### src/rtl/mmul_nxn.sv
// N x N signed fixed-point matrix multiplier built around one shared MAC.
// Optional build macro MMUL_NXN_SAT_EN clamps out-of-range elements instead of wrapping.
module mmul_nxn #(
  parameter int N  = 2,
  parameter int IW = 8,
  parameter int FW = 8
) (
  input  logic                        clk,
  input  logic                        rst,
  input  logic                        in_rdy,
  input  logic [N*N*(IW+FW)-1:0]      a_flat,
  input  logic [N*N*(IW+FW)-1:0]      b_flat,
  output logic [N*N*(IW+FW)-1:0]      res_flat,
  output logic                        busy,
  output logic                        out_rdy,
  output logic                        ovf
);

  localparam int W     = IW + FW;
  localparam int ACC_W = 2*W + $clog2(N);
  localparam int IDX_W = $clog2(N);

  typedef enum logic {IDLE, MAC} state_t;

  state_t state_q, state_d;

  logic signed [W-1:0] a_q   [N][N];
  logic signed [W-1:0] a_d   [N][N];
  logic signed [W-1:0] b_q   [N][N];
  logic signed [W-1:0] b_d   [N][N];
  logic signed [W-1:0] res_q [N][N];
  logic signed [W-1:0] res_d [N][N];

  logic [IDX_W-1:0] i_q, i_d, j_q, j_d, k_q, k_d;

  logic signed [ACC_W-1:0] acc_q, acc_d;
  logic                    busy_q, busy_d;
  logic                    done_q, done_d;
  logic                    ovf_q, ovf_d;

  logic signed [2*W-1:0]   prod;
  logic signed [ACC_W-1:0] prod_ext;
  logic signed [ACC_W-1:0] sum;
  logic signed [ACC_W-1:0] t;
  logic [ACC_W-W:0]        t_hi;
  logic                    el_ovf;
  logic [W-1:0]            elem;

  logic k_last, j_last, i_last;

  // One product per cycle; sign-extended so the accumulator never wraps.
  assign prod     = (2*W)'(a_q[i_q][k_q]) * (2*W)'(b_q[k_q][j_q]);
  assign prod_ext = ACC_W'(prod);
  assign sum      = acc_q + prod_ext;
  assign t        = sum >>> FW;

  // In range only when every bit above the element's sign bit copies it.
  assign t_hi   = t[ACC_W-1:W-1];
  assign el_ovf = !((&t_hi) || !(|t_hi));

`ifdef MMUL_NXN_SAT_EN
  assign elem = el_ovf ? (t[ACC_W-1] ? {1'b1, {(W-1){1'b0}}} : {1'b0, {(W-1){1'b1}}})
                       : t[W-1:0];
`else
  assign elem = t[W-1:0];
`endif

  assign k_last = (k_q == IDX_W'(N-1));
  assign j_last = (j_q == IDX_W'(N-1));
  assign i_last = (i_q == IDX_W'(N-1));

  always_ff @(posedge clk or posedge rst) begin
    if (rst) begin
      state_q <= IDLE;
      for (int r = 0; r < N; r++) begin
        for (int c = 0; c < N; c++) begin
          a_q[r][c]   <= '0;
          b_q[r][c]   <= '0;
          res_q[r][c] <= '0;
        end
      end
      i_q    <= '0;
      j_q    <= '0;
      k_q    <= '0;
      acc_q  <= '0;
      busy_q <= 1'b0;
      done_q <= 1'b0;
      ovf_q  <= 1'b0;
    end else begin
      state_q <= state_d;
      a_q     <= a_d;
      b_q     <= b_d;
      res_q   <= res_d;
      i_q     <= i_d;
      j_q     <= j_d;
      k_q     <= k_d;
      acc_q   <= acc_d;
      busy_q  <= busy_d;
      done_q  <= done_d;
      ovf_q   <= ovf_d;
    end
  end

  always_comb begin
    state_d = state_q;
    a_d     = a_q;
    b_d     = b_q;
    res_d   = res_q;
    i_d     = i_q;
    j_d     = j_q;
    k_d     = k_q;
    acc_d   = acc_q;
    busy_d  = busy_q;
    done_d  = done_q;
    ovf_d   = ovf_q;

    case (state_q)
      IDLE: begin
        if (in_rdy) begin
          for (int r = 0; r < N; r++) begin
            for (int c = 0; c < N; c++) begin
              a_d[r][c] = a_flat[(r*N+c)*W +: W];
              b_d[r][c] = b_flat[(r*N+c)*W +: W];
            end
          end
          i_d     = '0;
          j_d     = '0;
          k_d     = '0;
          acc_d   = '0;
          busy_d  = 1'b1;
          done_d  = 1'b0;
          ovf_d   = 1'b0;
          state_d = MAC;
        end
      end

      MAC: begin
        if (!k_last) begin
          acc_d = sum;
          k_d   = k_q + IDX_W'(1);
        end else begin
          // Dot product complete: commit the element and step row-major.
          res_d[i_q][j_q] = elem;
          ovf_d           = ovf_q | el_ovf;
          acc_d           = '0;
          k_d             = '0;
          if (j_last) begin
            j_d = '0;
            if (i_last) begin
              i_d     = '0;
              busy_d  = 1'b0;
              done_d  = 1'b1;
              state_d = IDLE;
            end else begin
              i_d = i_q + IDX_W'(1);
            end
          end else begin
            j_d = j_q + IDX_W'(1);
          end
        end
      end

      default: state_d = IDLE;
    endcase
  end

  for (genvar r = 0; r < N; r++) begin : g_row
    for (genvar c = 0; c < N; c++) begin : g_col
      assign res_flat[(r*N+c)*W +: W] = res_q[r][c];
    end
  end

  assign busy    = busy_q;
  assign out_rdy = done_q;
  assign ovf     = ovf_q;

endmodule

### config.mk
export PLATFORM = sky130hd
export DESIGN_NAME = mmul_nxn
export DESIGN_NICKNAME = d
export VERILOG_FILES = /design/src/rtl/mmul_nxn.sv
export SDC_FILE = /design/constraint.sdc
export NUM_CORES = 1
export LEC_CHECK = 0
export ABC_AREA = 1
export CAP_MARGIN = 10
export CORE_ASPECT_RATIO = 1.1
export CORE_MARGIN = 1
export CORE_UTILIZATION = 55
export CTS_BUF_LIST = sky130_fd_sc_hd__clkbuf_8
export CTS_CLUSTER_DIAMETER = 80
export DETAILED_ROUTE_END_ITERATION = 7
export PLACE_DENSITY = 0.8
export SETUP_SLACK_MARGIN = 0.3
export SYNTH_ARGS = -nofsm -noshare
export SYNTH_HDL_FRONTEND = slang
export SYNTH_SLANG_ARGS = --single-unit
### constraint.sdc
create_clock -name clk -period 20 [get_ports clk]
set_input_delay 6 -clock clk [delete_from_list [all_inputs] [get_ports clk]]
set_output_delay 6 -clock clk [all_outputs]
set_load 0.01 [all_outputs]
# Yosys cells after proc, flatten, opt, wreduce, memory -nomap -nowiden
# Index checks and enable logic that the tools add are counted.
[word_totals]
reg_bits = 232
input_bits = 131
wordCells = 97
[op_classes]
n_addsub = 4
n_mul = 1
magnitude_cmp = 5
eq_ne = 4
mux = 46
n_bitwise = 5
reduce_logical = 12
[ops]
columns = ["operator", "n"]
rows = [
  ["$mux W32", 7],
  ["$mux W16", 7],
  ["$mux W33", 2],
  ["$pmux W33 S2", 1],
  ["$bwmux W64", 1],
  ["$add A33 B32 Y33", 1],
  ["$demux W32 S1", 1],
  ["$mul A16 B16 Y32", 1],
  ["$mux W1", 19],
  ["$demux W16 S1", 1],
  ["$pmux W1 S2", 7],
  ["$reduce_and A10 Y1", 1],
  ["$reduce_or A10 Y1", 1],
  ["$ge A2 B2 Y1 const B", 3],
  ["$ne A2 B1 Y1 const B", 3],
  ["$not A1 Y2", 3],
  ["$reduce_and A2 Y1", 3],
  ["$lt A2 B1 Y1 const B", 2],
  ["$reduce_and A4 Y1", 1],
  ["$add A1 B1 Y1 const B", 3],
  ["$reduce_and A3 Y1", 1],
  ["$logic_and A1 B1 Y1", 2],
  ["$logic_not A1 Y1", 2],
  ["$ne A2 B2 Y1 const B", 1],
  ["3 further kinds", 3],
]

# Longest topological paths before layout
# Gate-level depths: netlist (run 1).
[logic_depth]
word_depth = 16
ltp_mapped = 38
mapped_depth_nobuf = 36

# Least setup slack after synthesis (run 1)
# Ideal clock, no wire load.
[synth_path]
kind = "input to register"
from = "input port in_rdy"
to = "register b_q[22] (netlist bit)"
arrival_ns = 6.904
setup_slack_ns = 13.031
stages = 6
path_cell_list = "inv_1 > nor2_1 > clkbuf_1 > buf_1 > nand2_1 > nand2_1"
[synth_via]
elab_chain_cells = 1
[synth_rtl]
columns = ["item", "line", "rtl"]
rows = [
  ["from (decl)", "10", "input logic in_rdy,"],
  ["$reduce_and A2 Y1 (no line)", "--", ""],
  ["to (signal, indexed assignment)", "78", "b_q[r][c] <= '0;"],
  ["to (signal assigned)", "92", "b_q <= b_d;"],
  ["to (decl)", "29", "logic signed [W-1:0] b_q [N][N];"],
]
# Every way passes these cells.
# A chain may end at the register's enable or synchronous reset.

# Worst setup path in the final report (run 1)
[layout_path]
from = "register k_q, in the netlist k_last"
to = "register ovf_q, in the netlist ovf"
[layout_via]
elab_chain_cells = 16
word_cells_on_any_way = 22
classes_between = "add/sub: 1; mul: 1; eq/ne: 1; mux: 11; bitwise: 2; reduce/logical: 6"
[layout_rtl]
columns = ["item", "line", "rtl"]
rows = [
  ["from (decl)", "34", "logic [IDX_W-1:0] i_q, i_d, j_q, j_d, k_q, k_d;"],
  ["from (signal assigned)", "96", "k_q <= k_d;"],
  ["$not A1 Y2 (implied by the code)", "52", "assign prod = (2*W)'(a_q[i_q][k_q]) * (2*W)'(b_q[k_q][j_q]);"],
  ["$mux W32 (implied by the code) (3 in series)", "52", ""],
  ["$mux W16 (implied by the code) (3 in series)", "52", ""],
  ["$mul A16 B16 Y32", "52", ""],
  ["$add A33 B32 Y33", "54", "assign sum = acc_q + prod_ext;"],
  ["$reduce_or A10 Y1", "59", "assign el_ovf = !((&t_hi) || !(|t_hi));"],
  ["$logic_not A1 Y1", "59", ""],
  ["$logic_or A1 B1 Y1", "59", ""],
  ["$logic_not A1 Y1", "59", ""],
  ["$or A1 B1 Y1", "144", "ovf_d = ovf_q | el_ovf;"],
  ["$mux W1", "138", "if (!k_last) begin"],
  ["$pmux W1 S2", "117", "case (state_q)"],
  ["to (signal assigned)", "100", "ovf_q <= ovf_d;"],
  ["to (decl)", "39", "logic ovf_q, ovf_d;"],
]
# Parallel ways exist; a longest one is shown, timed or not. The select of a mux whose other input is x is not followed.

==> impl_summary.txt, run 1 <==
----------------------------------------------------
[GRT]
  Pin count of the biggest net entering global routing ... 115
  Wire length of the first global-routing pass ... 95100 µm
  Aggregate global routing overflow ... 0
  Antenna violations before repair ... 1
  Overall track demand over capacity in global routing ... 0.3031
  Via count of the first global-routing pass ... 19100
  Met3 usage in global routing ... 0.04602
  Met1 GRT Util ... 0.3787
  Met2 GRT Util ... 0.5282
  Busiest layer in global routing ... met2

[Cells and area]
  Final net count ... 3361
  Area growth syn-to-layout ... 14.92%
  Area used by multi-input combinational logic ... 13200 µm²
  Sequential cell area ... 5807 µm²
  Count of filler cells inserted in the layout ... 3192
  Filler-free cell count of the finished design ... 3356
  Share of post-route cells with drive strength above 1 ... 0.04447
  Final antenna diode count ... 0
  Core utilization of the finished layout ... 0.6435

[Placed design]
  Quantity of I/O buffers inserted on ports ... 197
  Placed insts ... 3290
  Minimum setup slack after placement ... 11240 ps
  Routability-driven placement congestion ratio ... 0.9127
  Detailed-placement wirelength estimate ... 44350 µm

[Die]
  Starting Density ... 0.5599
  Placeable core region ... 38290 µm²
  Placement row count ... 75
  Vertical die dimension ... 209.1 µm
  Die width ... 190.2 µm
  Ports ... 198
  DIE AREA ... 39770 µm²

[Critical path]
  Source of the worst register-to-register timing path ... k_last$_DFFE_PP0P_
  Endpoint of the worst-slack reg-to-reg timing path ... ovf$_DFFE_PP0P_
  Worst path arrival time ... 9110 ps
  Sort of element at the start of the critical path ... flip-flop
  Slowest stage cell on the critical path ... o22ai_2
  Highest net fanout along the worst path ... 56
  Crit end category ... flip-flop
  Data required time of the critical path ... 20490 ps
  Class of the most critical setup path ... flip-flop to flip-flop
  Critical Path Max Stage Delay ... 830 ps
  Logic depth of the worst register-to-register path ... 29
  Setup slack, reg-to-reg ... 11380 ps

[Worst hold path]
  Type of the tightest min-delay check ... flip-flop to flip-flop
  Hold Path Cell Cnt ... 2
  Hold Crit Start ... b_q[19]$_DFFE_PP0P_
  Worst hold path endpoint ... b_q[19]$_DFFE_PP0P_

[STA]
  Worst Max-Slew Pin Slew ... 1099 ps
  TNS Setup ... 0 ps
  Unrepaired setup endpoints after global routing ... false
  Final setup violation count ... 0
  Number of pins exceeding their max-slew limit in the final report ... 0
  Setup skew after layout ... 35.97 ps
  Slew margin rel. ... 0.2672
  Final critical-path setup slack ... 11380 ps
  Final worst path period need ... 8618 ps
  Final worst-path cycle share ... 0.4309
  Final Hold Vio Count ... 0
  Highest Clock Rate ... 116.0 MHz

[Yosys]
  Flip-flop and latch count after synthesis ... 232
  Avg Cell Area, Syn ... 8.038 µm²
  Unique masters post-synth ... 39
  Combined area of all synthesized cells ... 21440 µm²
  Warnings from Yosys ... 0
  Synthesized instance count ... 2667
  Nets in the synthesized netlist ... 3197
  Share of synthesized flip-flops with an asynchronous set or reset ... 1.000
  Sequential share of the synthesized area ... 0.2708
  Top_reg_cell synth ... dfrtp_1
  Count of flip-flops with a built-in enable after synthesis ... 0

[Clock tree]
  CTS Buffer Depth ... 3
  Deepest level of the CTS H-tree ... 2
  Clk sinks ... 232
  Clock-pin slew on the worst setup and hold paths ... 60 ps
  Clock latency reported for the late side of the worst-skew pair ... 570 ps
  CTS tree ... yes
  Clock root buffer master ... clkbuf_8
  Post-CTS setup repair buffer count ... 0
  Number of gates resized after CTS ... 0
  Hold buffer count at CTS ... 0
  Number of CTS-inserted buffers ... 39

[Drt]
  Number of DRC violations after detailed-routing iteration 0 ... 1216
  Drt pass-1 iters ... 5
  Mean number of vias per cell ... 5.271
  Drc violations ... 0
  Post-DR wirelength/cell ... 16.82 µm
  Detailed-route wire length ... 56450 µm
  Count of nets left with antenna violations after detail routing ... 0
  Vias post-DR ... 17690

[Job]
  Total of max-cap violations ... 0

[Run status]
  Result of the run ... finished, final reports clean

----------------------------------------------------
## routing by layer
layer	part of all wire	routed length [µm]	up-vias
met5	0	0	-
met4	0.037	2115	0
met3	0.056	3135	128
met2	0.51	28620	586
met1	0.40	22580	8792
li1	-	-	8183
## logic make-up (layout without fill, tap and decap cells)
kind of cell,after synthesis,after routing,synth area share
and+or+nand+nor,1128,1128,0.2061
adders and majority gates,399,399,0.3376
buffers and inverters,654,843,0.1178
xor gates and xnor gates,18,18,0.007705
AOI/OAI and AO/OA,236,236,0.06006
DFF,232,232,0.2708
## worst max path at each step
| stage | start | end | slack (ps) | cells past startpoint |
|---|---|---|---|---|
| 6_report | k_last$_DFFE_PP0P_ | ovf$_DFFE_PP0P_ | 11380 | 29 |
| 5_1_grt | k_last$_DFFE_PP0P_ | ovf$_DFFE_PP0P_ | 10940 | 29 |
| 4_1_cts | k_last$_DFFE_PP0P_ | ovf$_DFFE_PP0P_ | 11540 | 29 |
| 3_5_place_dp | rst | a_q[59]$_DFFE_PP0P_ | 11240 | 4 |
| 3_3_place_gp | rst | a_q[59]$_DFFE_PP0P_ | 11290 | 4 |
| 2_1_floorplan | rst | a_q[0]$_DFFE_PP0P_ | 7640 | 1 |
## synthesized netlist by cell type, types with 6 or more instances
cell	instances	area, µm²
xnor2_1	9	78.83
nor2_2	6	37.54
a21oi_1	27	135.1
or2_2	8	50.05
inv_1	554	2079
o21ai_0	165	825.8
buf_4	6	45.04
nand2_1	930	3491
nand3_1	52	260.3
nand2_2	7	43.79
fa_1	299	5986
nor2_1	107	401.6
dfrtp_1	232	5806
nand4_1	7	43.79
clkbuf_1	49	183.9
o221ai_1	7	61.31
o22ai_1	16	100.1
ha_1	100	1251
buf_2	38	190.2
xor2_1	8	70.07
## flip-flops by register name (all words and copies together) (netlist names)
name and flops:
out_rdy 1, acc_q 33, b_q 64, k_last 1, i_last 1, a_q 64, j_last 1, res_flat 64
busy 1, ovf 1, state_q 1
## stage by stage
| step | cell area, µm² | hold slack (ps) |
|---|---|---|
| detailed placement | 23870 | 453.4 |
| global route | 24640 | 483.6 |
| CTS | 24640 | 467.2 |
| finish | 24640 | 463.0 |
| global placement | 23870 | 449.2 |
| floorplan | 21440 | 436.6 |
## cell usage in the layout (no fill, tap or decap), types with 3 or more instances in the layout
cell type	n
a22o_1	5
nand2_1	930
a21oi_1	27
dfrtp_1	231
clkbuf_8	47
nand2_2	7
nand4_1	7
inv_2	5
xor2_1	8
clkinv_2	4
inv_1	564
clkdlybuf4s50_1	197
buf_4	21
o22ai_2	11
nand3b_1	3
xnor2_1	9
nand3_1	52
nor2_1	105
o21ai_0	165
o22ai_1	5
o21bai_1	3
o221ai_1	5
or2_2	8
nor2_2	6
fa_1	299
ha_1	100
o211ai_1	5
## critical path: cells and delay by family (launching register included)
family	cells	cell delay, ps
and+or+nand+nor	8	1010
adders and majority gates	7	3810
buffers and inverters	8	1490
DFF	1	380
AOI/OAI and AO/OA	6	1820
## final cells by class
type	instances	share of cell area
Sequential cell	232	0.2357
Tap cell	500	0.02539
Timing Repair Buffer	218	0.08644
Inverter	559	0.08547
Clock inverter	19	0.004774
Clock buffer	47	0.02626
Multi-Input combinational cell	1781	0.5360
Power of run 1 is left out: the tool's default activity adds up to more than one toggle a clock period on the data nets, which glitch-free logic cannot reach.
==> run 2, diff against run 1 <==
PLACE_DENSITY = 0.83   (was 0.8)
clock period = 7.3 ns   (was 20 ns; I/O delays follow)
==> impl_summary.txt, run 2 (synthesized netlist as in run 1, its figures left out) <==
----------------------------------------------------
[Die]
  Ports ... 198 (unchanged)
  Placeable core region ... 38290 µm² (unchanged)
  Starting Density ... 0.5599 (unchanged)
  Placement row count ... 75 (unchanged)
  Vertical die dimension ... 209.1 µm (unchanged)
  Die width ... 190.2 µm (unchanged)
  DIE AREA ... 39770 µm² (unchanged)

[Critical path]
  Worst path arrival time ... 7260 ps (-1850 ps)
  Source of the worst register-to-register timing path ... k_last$_DFFE_PP0P_
  Critical path destination ... ovf$_DFFE_PP0P_
  Data required time of the critical path ... 7790 ps (-12700 ps)
  Cell family contributing the most delay on the critical path ... adder cells
  Setup slack, reg-to-reg ... 530 ps (-10860 ps)
  Logic depth of the worst register-to-register path ... 30 (+3.4%)
  Slowest stage cell on the critical path ... fa_2
  Endpoint of the worst-slack reg-to-reg timing path ... ovf$_DFFE_PP0P_
  Class of the most critical setup path ... flip-flop to flip-flop
  Sort of element at the start of the critical path ... flip-flop
  Highest net fanout along the worst path ... 28 (-50%)
  Crit end category ... flip-flop
  Critical Path Source ... k_last$_DFFE_PP0P_
  Cell count along the critical path ... 30 (+3.4%)
  Critical Path Max Stage Delay ... 650 ps (-180 ps)
  Number of buffer and inverter instances along the worst setup path ... 8 (unchanged)

[STA]
  Number of pins exceeding their max-slew limit in the final report ... 0 (unchanged)
  Final Hold Vio Count ... 0 (unchanged)
  Unrepaired setup endpoints after global routing ... true
  Slew margin rel. ... 0.2540 (-0.01318)
  Highest Clock Rate ... 147.6 MHz (+27%)
  Worst Max-Slew Pin Slew ... 1119 ps (+19.76 ps)
  Final worst-path cycle share ... 0.9278 (+0.4970)
  TNS Setup ... 0 ps (unchanged)
  Final setup violation count ... 0 (unchanged)
  Final worst path period need ... 6773 ps (-1845 ps)
  Setup skew after layout ... 23.09 ps (-12.88 ps)

[Clock tree]
  Clock root buffer master ... clkbuf_8
  CTS tree ... yes
  Deepest level of the CTS H-tree ... 2 (unchanged)
  Hold buffer count at CTS ... 0 (unchanged)
  Number of CTS-inserted buffers ... 42 (+7.7%)
  Clk sinks ... 232 (unchanged)
  Clock-pin slew on the worst setup and hold paths ... 70 ps (about the same)
  CTS Buffer Depth ... 3 (unchanged)
  Clock latency reported for the late side of the worst-skew pair ... 610 ps (+40 ps)

[GRT]
  Pin count of the biggest net entering global routing ... 134 (+17%)
  Via count of the first global-routing pass ... 19610 (+2.7%)
  Antenna violations before repair ... 1 (unchanged)
  Wire length of the first global-routing pass ... 99330 µm (+4.4%)
  Aggregate global routing overflow ... 0 (unchanged)
  Overall track demand over capacity in global routing ... 0.3219 (+0.01888)

[Cells and area]
  Highest-count cells in the layout ignoring fill and taps ... 927 x nand2_1, 561 x inv_1, 294 x fa_1
  Leading cell type in the layout, fill and taps excluded ... nand2_1
  Core utilization of the finished layout ... 0.6601 (+0.01660)
  Final standard cell area without fillers ... 25270 µm² (+2.6%)
  Share of post-route cells with drive strength above 1 ... 0.06793 (+0.02346)
  Area growth syn-to-layout ... 17.88%
  Final net count ... 3406 (+1.3%)
  Final antenna diode count ... 0 (unchanged)

[Drt]
  Count of nets left with antenna violations after detail routing ... 0 (unchanged)
  Mean number of vias per cell ... 5.313 (+0.80%)
  Drt pass-1 iters ... 5 (unchanged)
  Post-DR wirelength/cell ... 17.88 µm (+6.3%)
  Drc violations ... 0 (unchanged)
  Number of DRC violations after detailed-routing iteration 0 ... 1359 (+12%)
  Detailed-route wire length ... 60790 µm (+7.7%)
  Vias post-DR ... 18070 (+2.1%)

[Worst hold path]
  Type of the tightest min-delay check ... flip-flop to flip-flop
  Hold Crit Start ... a_q[30]$_DFFE_PP0P_

[Placed design]
  Quantity of I/O buffers inserted on ports ... 197 (unchanged)
  Routability-driven placement congestion ratio ... 0.9502 (+4.1%)
  Post-place instance area ... 24070 µm² (+0.83%)
  Detailed-placement wirelength estimate ... 47040 µm (+6.1%)

[Job]
  Total of max-cap violations ... 0 (unchanged)

[Run status]
  Result of the run ... finished, final reports clean

----------------------------------------------------
## run 2: cell types whose count changed in the layout (fill, tap and decap cells not counted), sizes merged
cell      previous run  this run
buf                 21        62
bufinv               1         2
clkbuf              47        50
clkinv               4         3
clkinvlp             2         4
inv                571       569
## run 2: per-layer routing
layer  up-vias  routed length (µm)  share of wire  GRT usage
met2       686               30060           0.49     0.5447
met3       201                4035          0.066    0.05559
met4         2                2871          0.047     0.1454
li1       8283                   -              -          -
met5         -                  13        0.00021          0
met1      8893               23810           0.39     0.4035
## run 2: how the worst min path moves through the flow
stage	to	slack, ps	depth (start not counted)
CTS	a_q[24]$_DFFE_PP0P_	470	2
global placement	b_q[30]$_DFFE_PP0P_	450	2
finish	a_q[30]$_DFFE_PP0P_	470	2
global route	b_q[28]$_DFFE_PP0P_	480	2
detailed placement	b_q[28]$_DFFE_PP0P_	450	2
floorplan	a_q[16]$_DFFE_PP0P_	440	2
## run 2: layout make-up
class	instances	area, µm²
inverter	559	2117
tap	500	625.6
sequential	232	5809
clock inverter	19	151.4
fill	3135	13020
timing repair buffer	260	2579
clock buffer	49	674.4
multi-input combinational	1781	13320
## run 2: timing repair
item | CTS | global route
setup buffers | 0 | 7
pin swaps | 0 | 6
gates cloned | 0 | 1
resized for setup | 9 | 62
setup endpoints to repair | 8 | 35
## run 2: per-stage QoR
stage	cells	hold slack, ps	setup WS (ps)
3_3_place_gp	3323	451.6	249.9
5_1_grt	3400	478.5	249.9
2_1_floorplan	2667	436.6	755.8
3_5_place_dp	3323	453.1	121.1
4_1_cts	3391	466.5	320.9
6_report	3400	467.6	526.7
## run 2: tightest hold or removal path: stages, from the launching register on
cell and delay [ps]:
dfrtp_1 340, nand2_1 50, nand2_1 40
Power of run 2 is left out for the same reason.
==> run 3, diff against run 2 <==
ABC_CLOCK_PERIOD_IN_PS = 7300   (was not set)
==> results of run 3 <==
Same layout as run 2: the final DEF is identical, and so are final timing and power.
Power of run 3 is left out for the same reason.
